**src/rtl/spi_cmd_pkg.sv**
```systemverilog
// Shared opcodes, error bit positions, FSM states and draw-entry sizing for
// the SPI command decoder.
package spi_cmd_pkg;

    localparam logic [7:0] OP_LOAD   = 8'h01;
    localparam logic [7:0] OP_DRAW   = 8'h02;
    localparam logic [7:0] OP_CLEAR  = 8'h03;
    localparam logic [7:0] TERM_BYTE = 8'h00;

    localparam int ERR_OPCODE = 0;
    localparam int ERR_TERM   = 1;
    localparam int ERR_ABORT  = 2;
    localparam int ERR_OVF    = 3;

    typedef enum logic [2:0] {
        ST_IDLE,
        ST_LD_ID,
        ST_LD_DATA,
        ST_DR_ARGS,
        ST_TERM,
        ST_DISCARD
    } state_t;

    // Draw entry layout, MSB first: {clear, id, x, y, scale}
    function automatic int draw_entry_w(input int id_w, input int coord_w, input int scale_w);
        return 1 + id_w + 2 * coord_w + scale_w;
    endfunction

endpackage

```
**src/rtl/cmd_fifo.sv**
```systemverilog
// Synchronous first-word fall-through FIFO for queued draw/clear commands.
// A push while full is taken when a pop happens in the same cycle.
module cmd_fifo #(
    parameter int WIDTH = 8,
    parameter int DEPTH = 4
) (
    input  logic             sys_clock,
    input  logic             reset_n,
    input  logic             push,
    input  logic [WIDTH-1:0] din,
    input  logic             pop,
    output logic             full,
    output logic             empty,
    output logic [WIDTH-1:0] dout
);
    localparam int PW = $clog2(DEPTH);

    logic [WIDTH-1:0] mem [DEPTH];
    logic [PW-1:0]    wr_ptr;
    logic [PW-1:0]    rd_ptr;
    logic [PW:0]      count;
    logic             do_push;
    logic             do_pop;

    assign full    = (count == (PW+1)'(DEPTH));
    assign empty   = (count == '0);
    assign do_pop  = pop && !empty;
    assign do_push = push && (!full || do_pop);
    assign dout    = mem[rd_ptr];

    always_ff @(posedge sys_clock) begin
        if (!reset_n) begin
            wr_ptr <= '0;
            rd_ptr <= '0;
            count  <= '0;
        end else begin
            if (do_push) wr_ptr <= wr_ptr + 1'b1;
            if (do_pop)  rd_ptr <= rd_ptr + 1'b1;
            case ({do_push, do_pop})
                2'b10:   count <= count + 1'b1;
                2'b01:   count <= count - 1'b1;
                default: count <= count;
            endcase
        end
    end

    always_ff @(posedge sys_clock) begin
        if (do_push) mem[wr_ptr] <= din;
    end

endmodule

```
**src/rtl/spi_cmd_decoder.sv**
```systemverilog
// Parses SPI frame bytes into sprite-memory writes and queued draw/clear
// commands, with sticky error flags and a good-packet counter.
module spi_cmd_decoder
    import spi_cmd_pkg::*;
#(
    parameter int ID_W         = 8,
    parameter int SPRITE_BYTES = 512,
    parameter int COORD_W      = 11,
    parameter int SCALE_W      = 8,
    parameter int FIFO_DEPTH   = 4
) (
    input  logic                            sys_clock,
    input  logic                            reset_n,
    input  logic                            frame_active,
    input  logic                            byte_valid,
    input  logic [7:0]                      byte_data,
    output logic                            sprite_we,
    output logic [ID_W-1:0]                 sprite_id,
    output logic [$clog2(SPRITE_BYTES)-1:0] sprite_addr,
    output logic [7:0]                      sprite_data,
    output logic                            draw_valid,
    input  logic                            draw_ready,
    output logic                            draw_clear,
    output logic [ID_W-1:0]                 draw_id,
    output logic [COORD_W-1:0]              draw_x,
    output logic [COORD_W-1:0]              draw_y,
    output logic [SCALE_W-1:0]              draw_scale,
    output logic [3:0]                      err_flags,
    input  logic                            err_clear,
    output logic [15:0]                     pkt_count
);
    localparam int AW = $clog2(SPRITE_BYTES);
    localparam int EW = draw_entry_w(ID_W, COORD_W, SCALE_W);

    state_t        state;
    logic [AW-1:0] addr;
    logic [2:0]    arg_cnt;
    logic [47:0]   args;
    logic [7:0]    op_q;
    logic          push_q;
    logic [EW-1:0] push_entry;
    logic [EW-1:0] head;
    logic          fifo_full;
    logic          fifo_empty;
    logic          pop;
    logic          ovf;
    logic          push_ok;

    // The queue decision is made in the push cycle so a simultaneous pop frees the slot.
    assign draw_valid = !fifo_empty;
    assign pop        = draw_valid && draw_ready;
    assign ovf        = push_q && fifo_full && !pop;
    assign push_ok    = push_q && !ovf;

    assign {draw_clear, draw_id, draw_x, draw_y, draw_scale} = draw_valid ? head : '0;

    cmd_fifo #(
        .WIDTH (EW),
        .DEPTH (FIFO_DEPTH)
    ) u_fifo (
        .sys_clock (sys_clock),
        .reset_n   (reset_n),
        .push      (push_q),
        .din       (push_entry),
        .pop       (pop),
        .full      (fifo_full),
        .empty     (fifo_empty),
        .dout      (head)
    );

    always_ff @(posedge sys_clock) begin
        if (!reset_n) begin
            state       <= ST_IDLE;
            addr        <= '0;
            arg_cnt     <= '0;
            args        <= '0;
            op_q        <= '0;
            push_q      <= 1'b0;
            push_entry  <= '0;
            sprite_we   <= 1'b0;
            sprite_id   <= '0;
            sprite_addr <= '0;
            sprite_data <= '0;
            err_flags   <= '0;
            pkt_count   <= '0;
        end else begin
            sprite_we <= 1'b0;
            push_q    <= 1'b0;
            err_flags <= err_clear ? 4'b0 : err_flags;
            pkt_count <= pkt_count + {15'd0, push_ok};
            if (ovf) err_flags[ERR_OVF] <= 1'b1;

            if (!frame_active) begin
                if (state != ST_IDLE && state != ST_DISCARD) err_flags[ERR_ABORT] <= 1'b1;
                state <= ST_IDLE;
            end else if (byte_valid) begin
                case (state)
                    ST_IDLE: begin
                        op_q <= byte_data;
                        case (byte_data)
                            OP_LOAD:   state <= ST_LD_ID;
                            OP_DRAW: begin
                                state   <= ST_DR_ARGS;
                                arg_cnt <= '0;
                            end
                            OP_CLEAR:  state <= ST_TERM;
                            TERM_BYTE: state <= ST_IDLE;
                            default: begin
                                err_flags[ERR_OPCODE] <= 1'b1;
                                state <= ST_DISCARD;
                            end
                        endcase
                    end
                    ST_LD_ID: begin
                        sprite_id <= ID_W'(byte_data);
                        addr      <= '0;
                        state     <= ST_LD_DATA;
                    end
                    ST_LD_DATA: begin
                        sprite_we   <= 1'b1;
                        sprite_addr <= addr;
                        sprite_data <= byte_data;
                        addr        <= addr + 1'b1;
                        if (addr == AW'(SPRITE_BYTES - 1)) state <= ST_TERM;
                    end
                    ST_DR_ARGS: begin
                        args    <= {args[39:0], byte_data};
                        arg_cnt <= arg_cnt + 3'd1;
                        if (arg_cnt == 3'd5) state <= ST_TERM;
                    end
                    ST_TERM: begin
                        if (byte_data == TERM_BYTE) begin
                            state <= ST_IDLE;
                            if (op_q == OP_LOAD) begin
                                pkt_count <= pkt_count + {15'd0, push_ok} + 16'd1;
                            end else begin
                                push_q <= 1'b1;
                                if (op_q == OP_DRAW)
                                    push_entry <= {1'b0, ID_W'(args[47:40]), COORD_W'(args[39:24]),
                                                   COORD_W'(args[23:8]), SCALE_W'(args[7:0])};
                                else
                                    push_entry <= {1'b1, {(EW-1){1'b0}}};
                            end
                        end else begin
                            err_flags[ERR_TERM] <= 1'b1;
                            state <= ST_DISCARD;
                        end
                    end
                    ST_DISCARD: state <= ST_DISCARD;
                    default:    state <= ST_IDLE;
                endcase
            end
        end
    end

endmodule

```
**config.mk**
```make
export PLATFORM = sky130hd
export DESIGN_NAME = spi_cmd_decoder
export DESIGN_NICKNAME = d
export VERILOG_FILES = /design/src/rtl/spi_cmd_pkg.sv /design/src/rtl/cmd_fifo.sv /design/src/rtl/spi_cmd_decoder.sv
export SDC_FILE = /design/constraint.sdc
export NUM_CORES = 1
export LEC_CHECK = 0
export CAP_MARGIN = 5
export CORE_MARGIN = 2
export CORE_UTILIZATION = 40
export DETAILED_ROUTE_END_ITERATION = 8
export DONT_BUFFER_PORTS = 1
export MAX_ROUTING_LAYER = met4
export PLACE_DENSITY = 0.54
export SLEW_MARGIN = 10
export SYNTH_ARGS = -nofsm -noshare
export SYNTH_HDL_FRONTEND = slang
export SYNTH_HIERARCHICAL = 1
export SYNTH_SLANG_ARGS = --single-unit
```
**constraint.sdc**
```tcl
create_clock -name sys_clock -period 4.1 [get_ports sys_clock]
set_clock_uncertainty 0.1 [all_clocks]
set_input_delay 0.205 -clock sys_clock [delete_from_list [all_inputs] [get_ports sys_clock]]
set_output_delay 0.205 -clock sys_clock [all_outputs]
set_load 0.01 [all_outputs]
```
Word level (Yosys, flattened, before mapping)
Memory sizes are Yosys's and may differ from the RTL's. A register that Yosys moved wholly into a read port is not among the register bits.
Cells that the tools add are included.
{"block": "totals", "reg_bits": 164, "ram_bits": 156, "in_bits": 14, "output_inout_bits": 86, "elab_cells": 110, "memories": 1}
{"memory": "u_fifo.mem", "depth": 4, "width": 39, "rd": 1, "rd_clocked_by_memory_dff": 1, "wr": 1, "line_no": "cmd_fifo.sv:18", "source": "logic [WIDTH-1:0] mem [DEPTH];"}
{"block": "classes", "add_sub_neg": 8, "eq_ne": 19, "n_mux": 32, "bitwise_logic": 1, "n_reduce_logical": 32}
{"op": "16-bit 2-to-1 mux", "n": 5}
{"op": "39-bit 2-to-1 mux", "n": 2}
{"op": "8-bit by 2-bit equality test with 1-bit output, second input constant", "n": 3}
{"op": "3-bit AND reduction", "n": 7}
{"op": "3-bit one-hot mux with 6 select lines", "n": 1}
{"op": "9-bit one-hot mux with 2 select lines", "n": 1}
{"op": "16-bit by 1-bit adder with 16-bit output", "n": 1}
{"op": "16-bit by 1-bit adder with 16-bit output, second input constant", "n": 1}
{"op": "8-bit by 1-bit equality test with 1-bit output, second input constant", "n": 2}
{"op": "3-bit equality test, second input constant", "n": 4}
{"op": "3-bit 2-to-1 mux", "n": 4}
{"op": "3-bit one-hot mux with 2 select lines", "n": 2}
{"op": "3-bit one-hot mux with 4 select lines", "n": 1}
{"op": "1-bit 2-to-1 mux", "n": 11}
{"op": "5-bit AND reduction", "n": 2}
{"op": "9-bit by 1-bit adder with 9-bit output, second input constant", "n": 1}
{"op": "9-bit equality test, second input constant", "n": 1}
{"op": "8-bit logical NOT", "n": 1}
{"op": "2-bit 2-to-1 mux", "n": 4}
{"op": "2-bit nonzero test", "n": 4}
{"op": "1-bit logical AND", "n": 7}
{"op": "3-bit by 1-bit adder with 3-bit output, second input constant", "n": 2}
{"op": "3-bit by 2-bit equality test with 1-bit output, second input constant", "n": 2}
{"op": "3-bit logical NOT", "n": 2}
{"op": "16 further kinds", "n": 21}

Logic depth before layout (Yosys ltp)
Gate-level depths: netlist of the first run.
{"block": "depth", "word_depth": 14, "depth_mapped": 16, "depth_no_buf": 13}

Hierarchy
The synthesis of the first run kept the hierarchy.
{"mod": "spi_cmd_decoder", "instances": 1, "cells_each": 826, "area_each_um2": 6776.5, "seq_area_each_um2": 3143.0}
{"mod": "cmd_fifo", "instances": 1, "cells_each": 267, "area_each_um2": 6164.7, "seq_area_each_um2": 4864.7}

Worst setup path before layout of the first run
OpenSTA, ideal clock, no wires.
{"block": "synth_path", "path_type": "register to register", "startpoint": "register u_fifo.count[1]", "endpoint": "register pkt_count[13]", "setup_time_ps": 70, "t_arrival_ps": 3651, "required_time_ps": 3930, "slack_ps": 279, "stages_incl_launch_ff": 16, "n_path_buf": 2, "period_less_slack_ps": 3821, "cell_sequence": "dfxtp_1 -> or3_2 -> inv_1 -> clkbuf_1 -> inv_1 -> nand2_1 -> a21boi_0 -> ha_1 -> ha_1 -> clkbuf_1 -> a21o_1 -> a31oi_1 -> a41oi_1 -> or3_4 -> or4_1 -> a21oi_1"}
{"block": "synth_between", "elab_chain_cells": 14, "elab_cells_between_ends": 16, "cone_classes": "add/sub (2); eq/ne (1); mux (5); reduce/logical (8)"}
{"element": "from (decl)", "line_no": "cmd_fifo.sv:21", "source": "logic [PW:0] count;"}
{"element": "from (signal assigned)", "line_no": "cmd_fifo.sv:40", "source": "2'b10: count <= count + 1'b1;"}
{"element": "from (signal assigned)", "line_no": "cmd_fifo.sv:41", "source": "2'b01: count <= count - 1'b1;"}
{"element": "from (signal assigned)", "line_no": "cmd_fifo.sv:42", "source": "default: count <= count;"}
{"element": "3-bit logical NOT *", "line_no": "cmd_fifo.sv:26", "source": "assign empty = (count == '0);"}
{"element": "named net fifo_empty", "line_no": "spi_cmd_decoder.sv:44", "source": "logic fifo_empty;"}
{"element": "1-bit logical NOT *", "line_no": "spi_cmd_decoder.sv:50", "source": "assign draw_valid = !fifo_empty;"}
{"element": "named net draw_valid", "line_no": "spi_cmd_decoder.sv:21", "source": "output logic draw_valid,"}
{"element": "1-bit logical AND *", "line_no": "spi_cmd_decoder.sv:51", "source": "assign pop = draw_valid && draw_ready;"}
{"element": "1-bit logical NOT *", "line_no": "spi_cmd_decoder.sv:52", "source": "assign ovf = push_q && fifo_full && !pop;"}
{"element": "1-bit logical AND *", "line_no": "spi_cmd_decoder.sv:52"}
{"element": "1-bit logical NOT *", "line_no": "spi_cmd_decoder.sv:53", "source": "assign push_ok = push_q && !ovf;"}
{"element": "1-bit logical AND *", "line_no": "spi_cmd_decoder.sv:53"}
{"element": "16-bit by 1-bit adder with 16-bit output *", "line_no": "spi_cmd_decoder.sv:90, spi_cmd_decoder.sv:135"}
{"element": "16-bit by 1-bit adder with 16-bit output", "line_no": "spi_cmd_decoder.sv:135", "source": "pkt_count <= pkt_count + {15'd0, push_ok} + 16'd1;"}
{"element": "16-bit 2-to-1 mux", "line_no": "spi_cmd_decoder.sv:134", "source": "if (op_q == OP_LOAD) begin"}
{"element": "16-bit 2-to-1 mux", "line_no": "spi_cmd_decoder.sv:132", "source": "if (byte_data == TERM_BYTE) begin"}
{"element": "16-bit 2-to-1 mux", "line_no": "spi_cmd_decoder.sv:97", "source": "case (state)"}
{"element": "16-bit 2-to-1 mux", "line_no": "spi_cmd_decoder.sv:96", "source": "end else if (byte_valid) begin"}
{"element": "16-bit 2-to-1 mux *", "line_no": "spi_cmd_decoder.sv:93", "source": "if (!frame_active) begin"}
{"element": "to (signal assigned)", "line_no": "spi_cmd_decoder.sv:90", "source": "pkt_count <= pkt_count + {15'd0, push_ok};"}
{"element": "to (signal assigned)", "line_no": "spi_cmd_decoder.sv:135"}
{"element": "to (decl)", "line_no": "spi_cmd_decoder.sv:30", "source": "output logic [15:0] pkt_count"}
Mark *: on every way through the listed nets, which the timed path passes. The rest lies on a longest branch.
A chain may end at the register's enable or synchronous reset.

Worst setup path in the final report of the first run
{"block": "layout_path", "startpoint": "register u_fifo.count[1]", "endpoint": "register pkt_count[13]"}
{"block": "layout_between", "elab_chain_cells": 14, "elab_cells_between_ends": 16, "cone_classes": "add/sub (2); eq/ne (1); mux (5); reduce/logical (8)"}
{"element": "3-bit logical NOT *", "line_no": "cmd_fifo.sv:26"}
{"element": "named net fifo_empty", "line_no": "spi_cmd_decoder.sv:44"}
{"element": "1-bit logical NOT *", "line_no": "spi_cmd_decoder.sv:50"}
{"element": "1-bit logical AND *", "line_no": "spi_cmd_decoder.sv:51"}
{"element": "1-bit logical NOT *", "line_no": "spi_cmd_decoder.sv:52"}
{"element": "1-bit logical AND *", "line_no": "spi_cmd_decoder.sv:52"}
{"element": "1-bit logical NOT *", "line_no": "spi_cmd_decoder.sv:53"}
{"element": "1-bit logical AND *", "line_no": "spi_cmd_decoder.sv:53"}
{"element": "16-bit by 1-bit adder with 16-bit output *", "line_no": "spi_cmd_decoder.sv:90, spi_cmd_decoder.sv:135"}
{"element": "16-bit by 1-bit adder with 16-bit output", "line_no": "spi_cmd_decoder.sv:135"}
{"element": "16-bit 2-to-1 mux", "line_no": "spi_cmd_decoder.sv:134"}
{"element": "16-bit 2-to-1 mux", "line_no": "spi_cmd_decoder.sv:132"}
{"element": "16-bit 2-to-1 mux", "line_no": "spi_cmd_decoder.sv:97"}
{"element": "16-bit 2-to-1 mux", "line_no": "spi_cmd_decoder.sv:96"}
{"element": "16-bit 2-to-1 mux *", "line_no": "spi_cmd_decoder.sv:93"}
Marked as above.

==> impl_metrics.yaml, run 1 <==
worst_setup_path:
  crit-reg2reg-launch: "u_fifo/count[1]"
  critical_path.top_delay_family: "simple AND/OR/NAND/NOR gates"
  path_buf_inv: 2
  worst-r2r-setup-slack_ns: 0.30
  req_time_crit_path_ns: 4.44
  worst_path_cell_chain: "or3_2 > inv_1 > inv_1 > nand2_1 > a21boi_0 > ha_1 > ha_1 > a21bo_2 > o22ai_1 > a41oi_1 > or3_4 > or4_1 > a21oi_1"
  critical-path-max-stage-delay_ns: 0.52
  critPathArrivalTime_ns: 4.14
  timing.setup.critical_path_class: "reg2reg"
  cpMaxStageDelayCell: "or4_1"
  worstPathMaxFanout: 13
  rr_endpoint: "pkt_count[13]"
  setup.worst_path.end_class: "register"
  length_in_cells_of_the_worst_reg_to_reg_path: 13
  worst_setup_path_start_kind: "register"
final_layout:
  final_util_pct: 45.9
  syn_to_final_growth_pct: 12.5
  final_common_cell: "nand2_1"
  n_antenna_cell: 0
  drive_gt1_share_pct: 13.0
  nets: 1120
  final_cell_mix: "nand2_1, dfxtp_1, edfxtp_1"
  layout.cells.non_filler: 1523
  design_area_sq_um: 14600
sta:
  period_needed_ns: 3.80
  timing.final.max_slew_violations: 0
  worst_slew_margin_rel_pct: 26.4
  fin_tns_setup_ns: 0
  tightestPinTransition_ns: 1.10
  min_period_over_period_pct: 92.6
  rsz0062_at_grt: "no"
  count_of_endpoints_failing_hold_in_the_final_timing_report: 0
  fmax_ghz: 0.263
  timing.final.setup_violations: 0
  fin_ws_ns: 0.303
die:
  die_w_um: 184
  start_util_pct: 40.8
  placementRows: 65
  number_of_top_level_pins: 100
  floorplan.die.height_um: 184
  fp.coreArea_sq_um: 31700
  design.die.area_sq_um: 33800
grt:
  grt.met3_usage_pct: 3.39
  grt_start_max_net_pins: 73
  grt_use_total_pct: 16.9
  grt_remaining_overflow: 0
  grt_pass1_wl_mm: 44.1
  met2_usage_pct: 26.6
  grt-busiest-layer: "met2"
  groute.layer.met1.usage_pct: 22.4
  vias_in_the_first_global_route: 7983
  grt_antenna_before_repair: 0
route:
  drt_iter0_drc: 427
  routedWlPerCell_um: 17.8
  total_vias_in_the_final_route: 7979
  route.final.wire_length_mm: 27.2
  post-route-drc-count: 0
  via_per_inst: 5.24
  detailedRoute.firstPassIterationCount: 5
  detail-route-antenna-nets: 0
synth:
  async_flop_share_pct: 0
  synth.yosys.seq_area_share_pct: 61.9
  synth_largest_area_cell: "edfxtp_1"
  synthCells: 1093
  postSynthNetCount: 1119
  synth-edff-count: 156
  synth.yosys.warnings: 6
  synthDistinctLibCells: 79
  synth.area.top_cells: "edfxtp_1, dfxtp_1, mux4_2, nand2_1, a21oi_1"
  synth_flop_cell: "dfxtp_1"
  synth.top_cell.area_share_pct: 36.2
  ys_seq_elements: 322
  postSynthAreaPerCell_sq_um: 11.8
  netlist_area_before_placement_sq_um: 12900
min_path:
  worst_hold_path.num_cells: 2
  whs_endpoint: "push_entry[35]"
  worstHoldStart: "reset_n"
  min-delay-path-class: "in2reg"
cts:
  htree_levels: 2
  ctsLongestPathBuffers: 3
  master_cell_of_the_clock_root_buffer: "clkbuf_16"
  clock_sinks: 322
  tritoncts: "done"
  clk_transition_reported_paths_ns: 0.06
  cts-resized-gates: 0
  cts-buffers-inserted: 35
  worstSkewPairLatency_ns: 0.53
placed_design:
  finalWeightedCongestion: 0.796
  buffer_ports.inserted: 0
  dpl.hpwl_mm: 16.3
  dpl-instance-area_sq_um: 13300
  place.detailed.instances: 1444
  post_place_setup_slack_ns: 0.373
power_and_ir_drop:
  powerDensity_nw_per_um2: 446
  ir_worst_vdd_mv: 0.312
  static_leakage_power_nw: 4.67
run:
  max_cap_viol_count: 0
outcome:
  status: "completed"
[final cells by class]
cell class	instances	area, sq um
clock buffers	50	1000
flip-flops and latches	322	8010
repair buffers	31	270
clock inverters	14	129
fillers	2919	17200
well taps	402	503
multi-input cells	687	4570
inverters	17	66.3
[worst max-delay path by stage]
stage | from | endpoint | slack, ns | cells past startpoint
floorplan | u_fifo/count[1] | pkt_count[13] | 0.28 | 15
global placement | u_fifo/count[1] | pkt_count[13] | 0.40 | 13
detailed placement | u_fifo/count[1] | pkt_count[13] | 0.37 | 13
CTS | u_fifo/count[1] | pkt_count[13] | 0.30 | 13
global route | u_fifo/count[0] | pkt_count[13] | 0.04 | 13
finish | u_fifo/count[1] | pkt_count[13] | 0.30 | 13
[metal layers]
layer  wire length, um  part of all wire, %
met1             12500                   46
met3              1440                  5.3
met2             12800                   47
met5                 0                    0
met4               456                  1.7
[report_power, final]
group / internal [mW] / switching (mW) / leakage, nW / total, mW
sequential: 3.35 / 0.00881 / 2.78 / 3.36
combinational: 0.0280 / 0.0639 / 1.32 / 0.0919
clock: 1.78 / 1.26 / 0.561 / 3.04
[logic make-up after synthesis]
family	Yosys count	share of synthesized area, %
buffers and inverters	84	2.86
adders and majority gates	12	1.22
muxes	52	7.79
and+or+nand+nor	411	15.4
xor gates and xnor gates	27	1.83
AOI/OAI and AO/OA	185	9.05
DFF	322	61.9
[cells in the mapped netlist (3+ instances only)]
master / instances
xor2_1: 9
clkbuf_1: 45
a21oi_1: 90
nor3_1: 9
nor2b_1: 44
and2_2: 4
nand3_1: 26
dfxtp_1: 166
xnor2_1: 18
inv_1: 16
and3_1: 3
a211oi_1: 4
edfxtp_1: 156
nor2_1: 93
nand3b_1: 3
a31oi_1: 6
mux4_2: 39
a21boi_0: 3
and2_1: 4
nand2_1: 167
nand2b_1: 12
o21ai_0: 14
mux2i_1: 13
buf_1: 3
a22oi_1: 38
buf_4: 6
or2_2: 3
nand4_1: 4
or3_1: 5
buf_2: 10
ha_1: 11
nor4_1: 9
[sequential cells by signal, summed over array words and instances, names as in the netlist, 4 cells and up, named ones only]
| signal | count |
|---|---|
| u_fifo/mem | 156 |
| push_entry | 39 |
| sprite_addr | 9 |
| pkt_count | 16 |
| op_q | 8 |
| addr | 9 |
| err_flags | 4 |
| sprite_data | 8 |
| sprite_id | 8 |
| args | 48 |
[through the flow]
stage	total power [mW]	hold slack (ns)
finish	6.49	0.0273
CTS	6.57	0.0151
floorplan	3.48	0.241
detailed placement	3.50	0.236
global placement	3.50	0.230
global route	6.72	0.0535
[what timing repair did]
item                      CTS  global route
hold endpoints to repair   61             0
buffers inserted            0             0
hold buffers               15             0
Note: power is estimated with default switching activity, not from simulation.
==> run 2, diff against run 1 <==
--- a/config.mk
+++ b/config.mk
@@ -5,7 +5,7 @@
 export SDC_FILE = /design/constraint.sdc
 export NUM_CORES = 1
 export LEC_CHECK = 0
-export CAP_MARGIN = 5
+export ABC_AREA = 1
 export CORE_MARGIN = 2
 export CORE_UTILIZATION = 40
 export DETAILED_ROUTE_END_ITERATION = 8
==> impl_metrics.yaml, run 2 <==
cts:
  htree_levels: 2
  cts-buffers-inserted: 36
  tritoncts: "done"
  cts-resized-gates: 0
  ctsLongestPathBuffers: 3
  master_cell_of_the_clock_root_buffer: "clkbuf_16"
  worstSkewPairLatency_ns: 0.51
  clock_sinks: 322
  clk_transition_reported_paths_ns: 0.05
synth:
  synth_top_family_by_area: "simple AND/OR/NAND/NOR gates"
  synth.yosys.seq_area_share_pct: 60.7
  synth.area.top_cells: "edfxtp_1, dfxtp_1, nor2_1, o21ai_0, inv_1"
  synth.cells.most_frequent: "nor2_1, dfxtp_1, o21ai_0, edfxtp_1, inv_1"
  synthCells: 1378
  netlist_area_before_placement_sq_um: 13200
  synthXorXnorAreaFrac_pct: 0.199
  yosys-mux-area-fraction_pct: 0
  synth-adder-area-share_pct: 1.20
  async_flop_share_pct: 0
  synth-edff-count: 156
  synth_flop_cell: "dfxtp_1"
  share_of_the_synthesized_area_in_compound_gates_ao_oa_aoi_oai_pct: 14.0
  synth_largest_area_cell: "edfxtp_1"
  synth.top_cell.area_share_pct: 35.5
  post_synth_and_or_nand_nor_area_fraction_pct: 17.6
  synth.yosys.warnings: 6
  ys_seq_elements: 322
  postSynthAreaPerCell_sq_um: 9.57
  yosys.cell_count.top_type: "nor2_1"
  synthDistinctLibCells: 48
  postSynthNetCount: 1404
worst_setup_path:
  worst_path_cell_chain: "dlygate4sd3_1 > nand2_2 > dlygate4sd3_1 > inv_1 > nand2_2 > nor2_8 > nand2_4 > nor2_4 > buf_4 > a22oi_1 > nor2_1"
  crit-reg2reg-launch: "u_fifo/count[1]"
  worst_setup_path_start_kind: "input port"
  critPathArrivalTime_ns: 3.33
  req_time_crit_path_ns: 4.44
  worst-r2r-setup-slack_ns: 1.21
  cpMaxStageDelayCell: "dlygate4sd3_1"
  worstPathMaxFanout: 41
  critical-path-max-stage-delay_ns: 0.64
  worst_setup_path_startpoint: "frame_active"
  setup.worst_path.end_class: "register"
  timing.setup.critical_path_class: "in2reg"
placed_design:
  buffer_ports.inserted: 0
  dpl.hpwl_mm: 17.4
  finalWeightedCongestion: 0.852
  post_place_setup_slack_ns: 1.20
  dpl-instance-area_sq_um: 13500
  place.detailed.instances: 1764
sta:
  min_period_over_period_pct: 73.1
  timing.final.max_slew_violations: 0
  tightestPinTransition_ns: 0.818
  period_needed_ns: 3.00
  timing.final.setup_violations: 0
  worst_slew_margin_rel_pct: 45.4
  rsz0062_at_grt: "no"
  fin_tns_setup_ns: 0
  fin_ws_ns: 1.10
  count_of_endpoints_failing_hold_in_the_final_timing_report: 0
  fmax_ghz: 0.334
final_layout:
  max_flop_register: "u_fifo/mem"
  design_area_sq_um: 14800
  layout.cells.non_filler: 1843
  final_cell_mix: "nor2_1, dfxtp_1, o21ai_0"
  drive_gt1_share_pct: 10.2
  n_antenna_cell: 0
  final_common_cell: "nor2_1"
  top_registers: "u_fifo/mem x156, args x48, push_entry x39"
  syn_to_final_growth_pct: 12.5
  nets: 1402
  largest_register_ffs: 156
route:
  total_vias_in_the_final_route: 9201
  via_per_inst: 4.99
  routedWlPerCell_um: 16.3
  post-route-drc-count: 0
  drt_iter0_drc: 632
  route.final.wire_length_mm: 30.1
  detail-route-antenna-nets: 0
  detailedRoute.firstPassIterationCount: 5
die:
  fp.coreArea_sq_um: 32500
  start_util_pct: 40.5
  floorplan.die.height_um: 186
  number_of_top_level_pins: 100
  die_w_um: 186
  design.die.area_sq_um: 34400
  placementRows: 66
power_and_ir_drop:
  powerDensity_nw_per_um2: 441
  ir_worst_vdd_mv: 0.296
  static_leakage_power_nw: 4.91
  power.total_mw: 6.54
grt:
  grt_remaining_overflow: 0
  grt_start_max_net_pins: 105
  vias_in_the_first_global_route: 9008
  grt_use_total_pct: 18.5
  grt_antenna_before_repair: 0
  grt_pass1_wl_mm: 48.5
outcome:
  status: "completed"
min_path:
  min-delay-path-class: "in2reg"
  worstHoldStart: "draw_ready"
run:
  max_cap_viol_count: 0
==> run 2: area by class of cell <==
class,instances,area [sq um]
fillers,3164,17700
clock inverters,7,73.8
multi-input cells,858,4390
inverters,129,487
clock buffers,56,1060
repair buffers,29,275
well taps,442,553
flip-flops and latches,322,8010
==> run 2: stage by stage <==
step / hold WS [ns] / utilization [%]
CTS: 0.0182 / 45.6
floorplan: 0.226 / -
global placement: 0.246 / 41.6
finish: 0.00987 / 45.6
detailed placement: 0.255 / 41.6
global route: 0.0327 / 45.6
==> run 2: critical path, delay by kind of cell <==
kind,cells,cell delay (ns)
compound gates,1,0.13
buf+inv,4,1.83
simple gates,6,1.10
==> run 2: worst paths after layout <==
check / cells past startpoint / endpoint
worst max-delay path: 11 / push_entry[29]
worst min register to register: 1 / register
worst min-delay path: 3 / err_flags[3]
worst max register to register: 18 / pkt_count[13]
==> run 2: power breakdown <==
group | total (mW) | switching (mW) | leakage [nW] | internal, mW
logic | 0.107 | 0.0738 | 1.75 | 0.0332
registers | 3.36 | 0.00899 | 2.60 | 3.35
clock network | 3.07 | 1.23 | 0.556 | 1.84
total | 6.54 | 1.32 | 4.91 | 5.22
==> run 2: logic make-up after synthesis <==
family / Yosys count
simple gates: 519
compound gates: 324
flops: 322
buf+inv: 198
fa+ha+maj: 12
xor+xnor: 3
==> run 2: layer usage <==
| metal | part of all wire (%) | vias up | routed length (um) | global-route usage [%] |
|---|---|---|---|---|
| met5 | 0 | - | 0 | - |
| met4 | 2.0 | 0 | 612 | 5.07 |
| met3 | 5.1 | 53 | 1520 | 3.13 |
| met2 | 46 | 206 | 13900 | 30.0 |
| met1 | 47 | 4303 | 14000 | 24.1 |
| li1 | - | 4639 | - | - |
==> run 2: repair_timing <==
item | CTS | global route
endpoints found under the hold margin | 126 | 0
setup buffers | 0 | 0
hold buffers | 16 | 0
